--- config.mk ---
export PLATFORM = sky130hd
export DESIGN_NAME = add_share_arb
export DESIGN_NICKNAME = d
export VERILOG_FILES = /design/src/rtl/add_share_arb.sv
export SDC_FILE = /design/constraint.sdc
export NUM_CORES = 1
export LEC_CHECK = 0
export ABC_AREA = 1
export CAP_MARGIN = 20
export CORE_AREA = 2 2 92 94
export CTS_CLUSTER_DIAMETER = 200
export CTS_CLUSTER_SIZE = 16
export DETAILED_ROUTE_END_ITERATION = 8
export DIE_AREA = 0 0 94 96
export GPL_ROUTABILITY_DRIVEN = 0
export PLACE_DENSITY = 0.78
export SETUP_SLACK_MARGIN = 0.1
export SKIP_LAST_GASP = 1
export SLEW_MARGIN = 20
export SYNTH_ARGS = -nofsm -noshare
export SYNTH_HDL_FRONTEND = slang
export SYNTH_SLANG_ARGS = --single-unit
--- constraint.sdc ---
create_clock -name clk -period 4.1 [get_ports clk]
set_input_delay 0.615 -clock clk [delete_from_list [all_inputs] [get_ports clk]]
set_output_delay 0.615 -clock clk [all_outputs]
set_load 0.02 [all_outputs]
--- src/rtl/add_share_arb.sv ---
// Round-robin arbiter sharing one 16-bit prefix adder into a 1-entry result reg.
// Optional handshake counter port txn_cnt when ADD_SHARE_ARB_CNT_EN is defined.
module add_share_arb #(
  parameter int NREQ = 4,
  localparam int IDW = (NREQ > 1) ? $clog2(NREQ) : 1
) (
  input  logic                 clk,
  input  logic                 rst_n,
  input  logic [NREQ-1:0]      req_valid,
  output logic [NREQ-1:0]      req_ready,
  input  logic [NREQ*16-1:0]   req_a,
  input  logic [NREQ*16-1:0]   req_b,
  output logic                 rsp_valid,
  input  logic                 rsp_ready,
  output logic [15:0]          rsp_sum,
  output logic [IDW-1:0]       rsp_id
`ifdef ADD_SHARE_ARB_CNT_EN
  ,
  output logic [15:0]          txn_cnt
`endif
);

  typedef enum logic {EMPTY, FULL} state_t;

  state_t         state, state_nxt;
  logic [IDW-1:0] ptr;
  logic [IDW-1:0] sel;
  logic           found;
  logic           accept;
  logic           hs;
  logic [15:0]    op_a, op_b, sum;

  // Kogge-Stone prefix carry network, carry-in tied to zero
  function automatic logic [15:0] pp_add(
    input logic [15:0] a,
    input logic [15:0] b
  );
    logic [15:0] x, g, p, gn, pn;
    x = a ^ b;
    g = a & b;
    p = x;
    for (int l = 0; l < 4; l++) begin
      gn = g;
      pn = p;
      for (int i = 0; i < 16; i++) begin
        if (i >= (1 << l)) begin
          gn[i] = g[i] | (p[i] & g[i-(1<<l)]);
          pn[i] = p[i] & p[i-(1<<l)];
        end
      end
      g = gn;
      p = pn;
    end
    return x ^ {g[14:0], 1'b0};
  endfunction

  // Lowest rotated distance from ptr wins; descending k leaves the nearest.
  always_comb begin
    sel   = '0;
    found = 1'b0;
    for (int k = NREQ - 1; k >= 0; k--) begin
      for (int i = 0; i < NREQ; i++) begin
        if (req_valid[i] &&
            ((i == int'(ptr) + k) ||
             (i == int'(ptr) + k - NREQ))) begin
          sel   = IDW'(i);
          found = 1'b1;
        end
      end
    end
  end

  always_comb begin
    op_a = '0;
    op_b = '0;
    for (int i = 0; i < NREQ; i++) begin
      if (sel == IDW'(i)) begin
        op_a = req_a[16*i +: 16];
        op_b = req_b[16*i +: 16];
      end
    end
  end

  assign sum       = pp_add(op_a, op_b);
  assign accept    = (state == EMPTY) || rsp_ready;
  assign req_ready = (found && accept && rst_n)
                   ? (NREQ'(1) << sel) : '0;
  assign hs        = |(req_valid & req_ready);
  assign rsp_valid = (state == FULL);

  always_comb begin
    state_nxt = state;
    unique case (state)
      EMPTY: if (hs) state_nxt = FULL;
      FULL: begin
        if (hs)             state_nxt = FULL;
        else if (rsp_ready) state_nxt = EMPTY;
      end
      default: state_nxt = EMPTY;
    endcase
  end

  always_ff @(posedge clk or negedge rst_n) begin
    if (!rst_n) state <= EMPTY;
    else        state <= state_nxt;
  end

  always_ff @(posedge clk or negedge rst_n) begin
    if (!rst_n) begin
      rsp_sum <= '0;
      rsp_id  <= '0;
      ptr     <= '0;
    end else if (hs) begin
      rsp_sum <= sum;
      rsp_id  <= sel;
      ptr     <= (sel == IDW'(NREQ - 1))
               ? '0 : sel + IDW'(1);
    end
  end

`ifdef ADD_SHARE_ARB_CNT_EN
  always_ff @(posedge clk or negedge rst_n) begin
    if (!rst_n)  txn_cnt <= '0;
    else if (hs) txn_cnt <= txn_cnt + 16'd1;
  end
`endif

endmodule

## Word-level counts from Yosys, hierarchy flattened

Cells that the tools add are included.

| word-level totals | value |
|---|---|
| word-level logic and storage cells | 256 |
| flip-flop bits (word level) | 21 |
| input port bits | 135 |

| cells by class | value |
|---|---|
| add/subtract/negate cells | 8 |
| reductions and logical operators | 45 |
| equality and inequality tests | 27 |
| bitwise gates (word level) | 126 |
| shifts and indexed selects | 1 |
| multiplexer cells | 45 |

Operator list:

| cell | number |
|---|---|
| 32-bit logical NOT | 8 |
| 3-bit by 32-bit equality test with 1-bit output, first input constant | 6 |
| 16-bit two-way mux | 8 |
| 2-bit by 32-bit equality test with 1-bit output, first input constant | 3 |
| 1-bit AND | 76 |
| 1-bit OR | 45 |
| 3-bit by 4-bit equality test with 1-bit output, first input constant | 8 |
| 16-bit XOR | 2 |
| 2-bit two-way mux | 15 |
| 1-bit two-way mux | 20 |
| 1-bit logical AND | 18 |
| 1-bit logical OR | 17 |
| 2-bit by 4-bit equality test with 1-bit output, first input constant | 4 |
| 15-bit AND | 1 |
| 3-bit by 3-bit subtractor with 4-bit output, second input constant | 3 |
| 2-bit by 2-bit adder with 3-bit output, second input constant | 2 |
| 4-bit AND | 1 |
| 2-bit equality test, first input constant | 2 |
| 2-bit equality test, second input constant | 2 |
| 4-bit two-way mux | 1 |
| 4-bit OR reduction | 1 |
| 1-bit by 2-bit << shifter with 4-bit output, first input constant | 1 |
| 2-bit by 3-bit subtractor with 4-bit output, second input constant | 1 |
| 2-bit by 1-bit adder with 3-bit output, second input constant | 1 |
| other kinds (6) | 6 |

## Longest topological paths before layout

| depth | value |
|---|---|
| depth in word-level cells | 34 |
| mapped depth | 35 |
| mapped depth without buffers | 33 |

## Worst setup path after synthesis

OpenSTA, ideal clock, no wires.

| path | value |
|---|---|
| path kind | input port to flip-flop |
| from | input port req_valid[1] |
| to | register rsp_sum[10] |
| library setup time | 131 ps |
| stages | 32 |
| buffers on the path | 2 |
| data arrival time | 4080 ps |
| path slack | -111 ps |
| path through | nand3_1 -> nand2_1 -> nand2_1 -> nand2_1 -> nand2_1 -> nand2_1 -> nand2_1 -> nand2_1 -> nand2_1 -> nand2_1 -> nand2_1 -> nand2_1 -> nand2_1 -> nand2_1 -> ha_1 -> clkbuf_1 -> nor2_1 -> clkbuf_1 -> a22oi_1 -> nand2_1 -> o21ai_0 -> a21oi_1 -> ha_1 -> inv_1 -> fa_1 -> o21ai_0 -> a21oi_1 -> o21ai_0 -> nand2_1 -> nand2_1 -> xnor2_1 -> o21ai_0 |

| on the way | value |
|---|---|
| longest elaborated chain between the ends | 30 |
| elaborated cells on any way between the ends | 80 |

RTL lines:

| element | line | RTL |
|---|---|---|
| start: declaration | 9 | `input logic [NREQ-1:0] req_valid,` |
| 1-bit logical AND | 63 | `if (req_valid[i] &&` |
| 1-bit two-way mux | 63 |  |
| 2-bit two-way mux (11 in series) | 63 |  |
| 2-bit two-way mux (*) (3 in series) | 63 |  |
| via sel[0] | 27 | `logic [IDW-1:0] sel;` |
| 2-bit logical NOT | 77 | `if (sel == IDW'(i)) begin` |
| 16-bit two-way mux (4 in series) | 77 |  |
| 16-bit XOR / 15-bit AND (equally long branches) | 39, 40 |  |
| 1-bit AND | 47 | `gn[i] = g[i] \| (p[i] & g[i-(1<<l)]);` |
| 1-bit OR | 47 |  |
| 1-bit AND | 47 |  |
| 1-bit OR | 47 |  |
| 1-bit AND | 47 |  |
| 1-bit OR (2 in series) | 47 |  |
| 16-bit XOR | 54 | `return x ^ {g[14:0], 1'b0};` |
| end signal: assignment | 114 | `rsp_sum <= sum;` |
| end: declaration | 15 | `output logic [15:0] rsp_sum,` |

The timed path passes the listed nets; every way through them passes the cells marked *.
A chain may end at the register's enable or synchronous reset.

## Worst setup path after layout

| path | value |
|---|---|
| from | register ptr[0] |
| to | register rsp_sum[11] |

| on the way | value |
|---|---|
| longest elaborated chain between the ends | 34 |
| elaborated cells on any way between the ends | 151 |

RTL lines:

| element | line | RTL |
|---|---|---|
| start: declaration | 26 | `logic [IDW-1:0] ptr;` |
| start signal: assignment | 116 | `ptr <= (sel == IDW'(NREQ - 1))` |
| 2-bit by 2-bit adder with 3-bit output | 64, 65 |  |
| 3-bit by 3-bit subtractor with 4-bit output | 65 | `(i == int'(ptr) + k - NREQ))) begin` |
| 2-bit by 4-bit equality test with 1-bit output | 65 |  |
| 1-bit logical OR | 64 | `((i == int'(ptr) + k) \|\|` |
| 1-bit logical AND | 63 |  |
| 1-bit two-way mux | 63 |  |
| 2-bit two-way mux (13 in series) | 63 |  |
| 2-bit two-way mux (*) | 63 |  |
| via sel[0] | 27 |  |
| [5 not listed] | -- |  |
| 16-bit XOR / 15-bit AND (equally long branches) | 39, 40 |  |
| 1-bit AND | 47 |  |
| 1-bit OR | 47 |  |
| 1-bit AND | 47 |  |
| 1-bit OR | 47 |  |
| 1-bit AND | 47 |  |
| 1-bit OR (2 in series) | 47 |  |
| 16-bit XOR | 54 |  |

Marks and branches as above.

==> run metrics <==
outcome=finished, violations left; failing checks=setup timing; routed wire length=13500 µm; ys flop type=dfrtp_1; antenna cells=0; Tmin final=4.26 ns; CTS hold repair buffers=0; period utilisation layout=104%; critical path required time=4.25 ns; EDFF count, synth=0; Congestion Overflow GR=0; I/O pins=158; Final Max Slew Viols=0; pin count of the biggest net entering global routing=43; Nets=853; post-synthesis sequential area ratio=19.4%; Min-Delay Path Depth=2; Max-cap violations=0; crit path max fanout=6; Starting Density=33.7%; first-pass GRT wire length=17800 µm; relative slew slack=71.8%; synth top area cells=dfrtp_1, nand2_1, ha_1, o21ai_0, nor2_1; FFs w/ async S/R, synth=100%; gr usage total=24.3%; Hold WC Path Type=reg -> reg; CP max stage delay=0.46 ns; Post-Syn Area per Cell=6.28 µm²; Port Buffers=157; register area=528 µm²; CTS H-tree lvls=1; startpoint types=flip-flop; setup TNS=-0.915 ns; clock slew at reported path FFs=0.07 ns; Synth Register Bits=21; Syn-to-layout area delta=115%; Site Rows=33; cell area after layout=5830 µm²; CTS tree=done; RSZ-0062 raised after global routing=true; Yosys top cell area share=19.4%; critical path class=reg -> reg; number of global-route vias before repair=3981; Iter 0 DRT Violations=270; R2R depth=34; FILL cells=565; yosys warns=0; TritonCTS Sinks=21; vias per cell=5.40; Critical Path Sink Type=flip-flop; Fin Clk Skew=0.00489 ns; worst slew pin tran=0.420 ns; CP arrival=4.40 ns; count of antenna-violating nets left after detailed routing=0; DIE AREA=9020 µm²; most used cell, CP=nand2_1; Critical-path top delay cell=dfrtp_2; Util after Layout=72.4%; Clock Latency Late Sink=0.26 ns; share of cells above drive strength 1=30.4%; CTS Buffer Depth=2; total core area=8050 µm²; Area after DPL=4980 µm²; endpoints failing setup=10; drt first pass iters=5; Multi-input gate area=2340 µm²; Setup WS post-layout=-0.157 ns; Die Y=96 µm; max frequency=235 MHz; Post-Syn Area=2720 µm²; Netlist cell types=32; Die X=94 µm; DR vias=4332; DRC=0; net count after synthesis=587; final hold violation count=0; initial antenna violation count=0; cells after synthesis=432; Synth area leader=dfrtp_1; Routed WL per cell=16.9 µm; clk root buf=clkbuf_8; hpwl dp=8720 µm; Num CTS Buffers=3
[timing repair]
action	CTS	global route
resized for setup	44	77
endpoints found under the setup margin	16	17
setup buffers	28	14
pin swaps	24	50
gates cloned	1	1
[cells in the mapped netlist, drive strengths merged (8+ instances only)]
cell type  instances
a22oi             24
nand2            116
nor2              51
ha                19
nand3             20
clkbuf            16
o21ai             45
a21oi             34
o31ai              9
a221oi             8
inv               28
xor2              10
dfrtp             21
[critical path: cells and delay by family (launching register included)]
| family | cells | cell delay, ns |
|---|---|---|
| AND/OR/NAND/NOR | 21 | 1.77 |
| adder cells (fa/ha/maj) | 2 | 0.53 |
| AO/OA/AOI/OAI | 6 | 0.75 |
| buffers and inverters | 4 | 0.38 |
| XOR/XNOR | 1 | 0.24 |
| flip-flops | 1 | 0.46 |
[final cells by class]
class | instances | share of cell area [%]
tap | 105 | 2.25
sequential | 21 | 9.06
clock buffer | 4 | 0.773
inverter | 30 | 2.06
multi-input combinational | 358 | 40.1
timing repair buffer | 284 | 45.7
[registers in the layout (all words and copies together) (netlist names)]
name,cells
rsp_sum,16
ptr,2
rsp_id,2
rsp_valid,1
[worst paths after layout]
kind / from / end / slack [ns]
min reg2reg: rsp_sum[5]$_DFFE_PN0P_ / rsp_sum[5]$_DFFE_PN0P_ / 0.49
min in group asynchronous: rst_n / rsp_valid$_DFF_PN0_ / 0.70
max: ptr[0]$_DFFE_PN0P_ / rsp_sum[11]$_DFFE_PN0P_ / -0.16
max reg2reg: ptr[0]$_DFFE_PN0P_ / rsp_sum[11]$_DFFE_PN0P_ / -0.16
max in group asynchronous: rst_n / ptr[0]$_DFFE_PN0P_ / 3.17
min: rsp_sum[5]$_DFFE_PN0P_ / rsp_sum[5]$_DFFE_PN0P_ / 0.49
[per-layer routing]
layer  wire [µm]  track usage (%)  share of wire (%)
met1        5070             29.1                 37
met2        6780             45.4                 50
met3         982             2.66                7.3
met4         703             7.97                5.2
met5           0                0                  0
[metrics by stage]
| step | setup WS, ns | cells | hold slack, ns |
|---|---|---|---|
| finish | -0.157 | 802 | 0.488 |
| CTS | 0.0925 | 787 | 0.488 |
| global route | -0.336 | 802 | 0.497 |
| global placement | -0.349 | 754 | 0.466 |
| detailed placement | -0.652 | 754 | 0.471 |
| floorplan | 0.151 | 432 | 0.319 |
[layout by cell type, fill, tap and decap left out, types with 3 or more instances in the layout]
cell,netlist,routed
nand2_1,116,107
inv_4,0,3
dfrtp_1,21,19
o21ai_1,1,7
xor2_1,10,7
a21o_1,3,3
ha_1,19,12
nand4_1,3,3
o31ai_1,9,6
ha_4,0,3
a22oi_2,0,7
a21oi_2,0,10
buf_4,0,114
nand3_1,20,15
a221oi_2,0,4
clkdlybuf4s50_1,0,149
xor2_2,0,3
buf_12,0,6
o21ai_0,42,29
o31ai_2,0,3
buf_6,4,5
nor2_4,1,3
a221oi_1,8,3
a22oi_1,24,17
clkbuf_8,0,3
dlymetal6s2s_1,0,4
xnor2_1,7,6
inv_1,27,22
nor2_1,49,46
ha_2,0,4
inv_2,1,5
o21ai_2,2,8
a21oi_1,34,22
nand2_2,0,8
nand3_2,0,5
[cells by family after synthesis]
kind of cell	Yosys count	share of synthesized area (%)
flip-flops	21	19.4
buffers and inverters	53	8.48
AO/OA/AOI/OAI	129	29.0
XOR/XNOR	17	5.48
AND/OR/NAND/NOR	192	28.2
adder cells (fa/ha/maj)	20	9.49
Power is left out: the tool's default activity adds up to more than one toggle a clock period on the data nets, which glitch-free logic cannot reach.
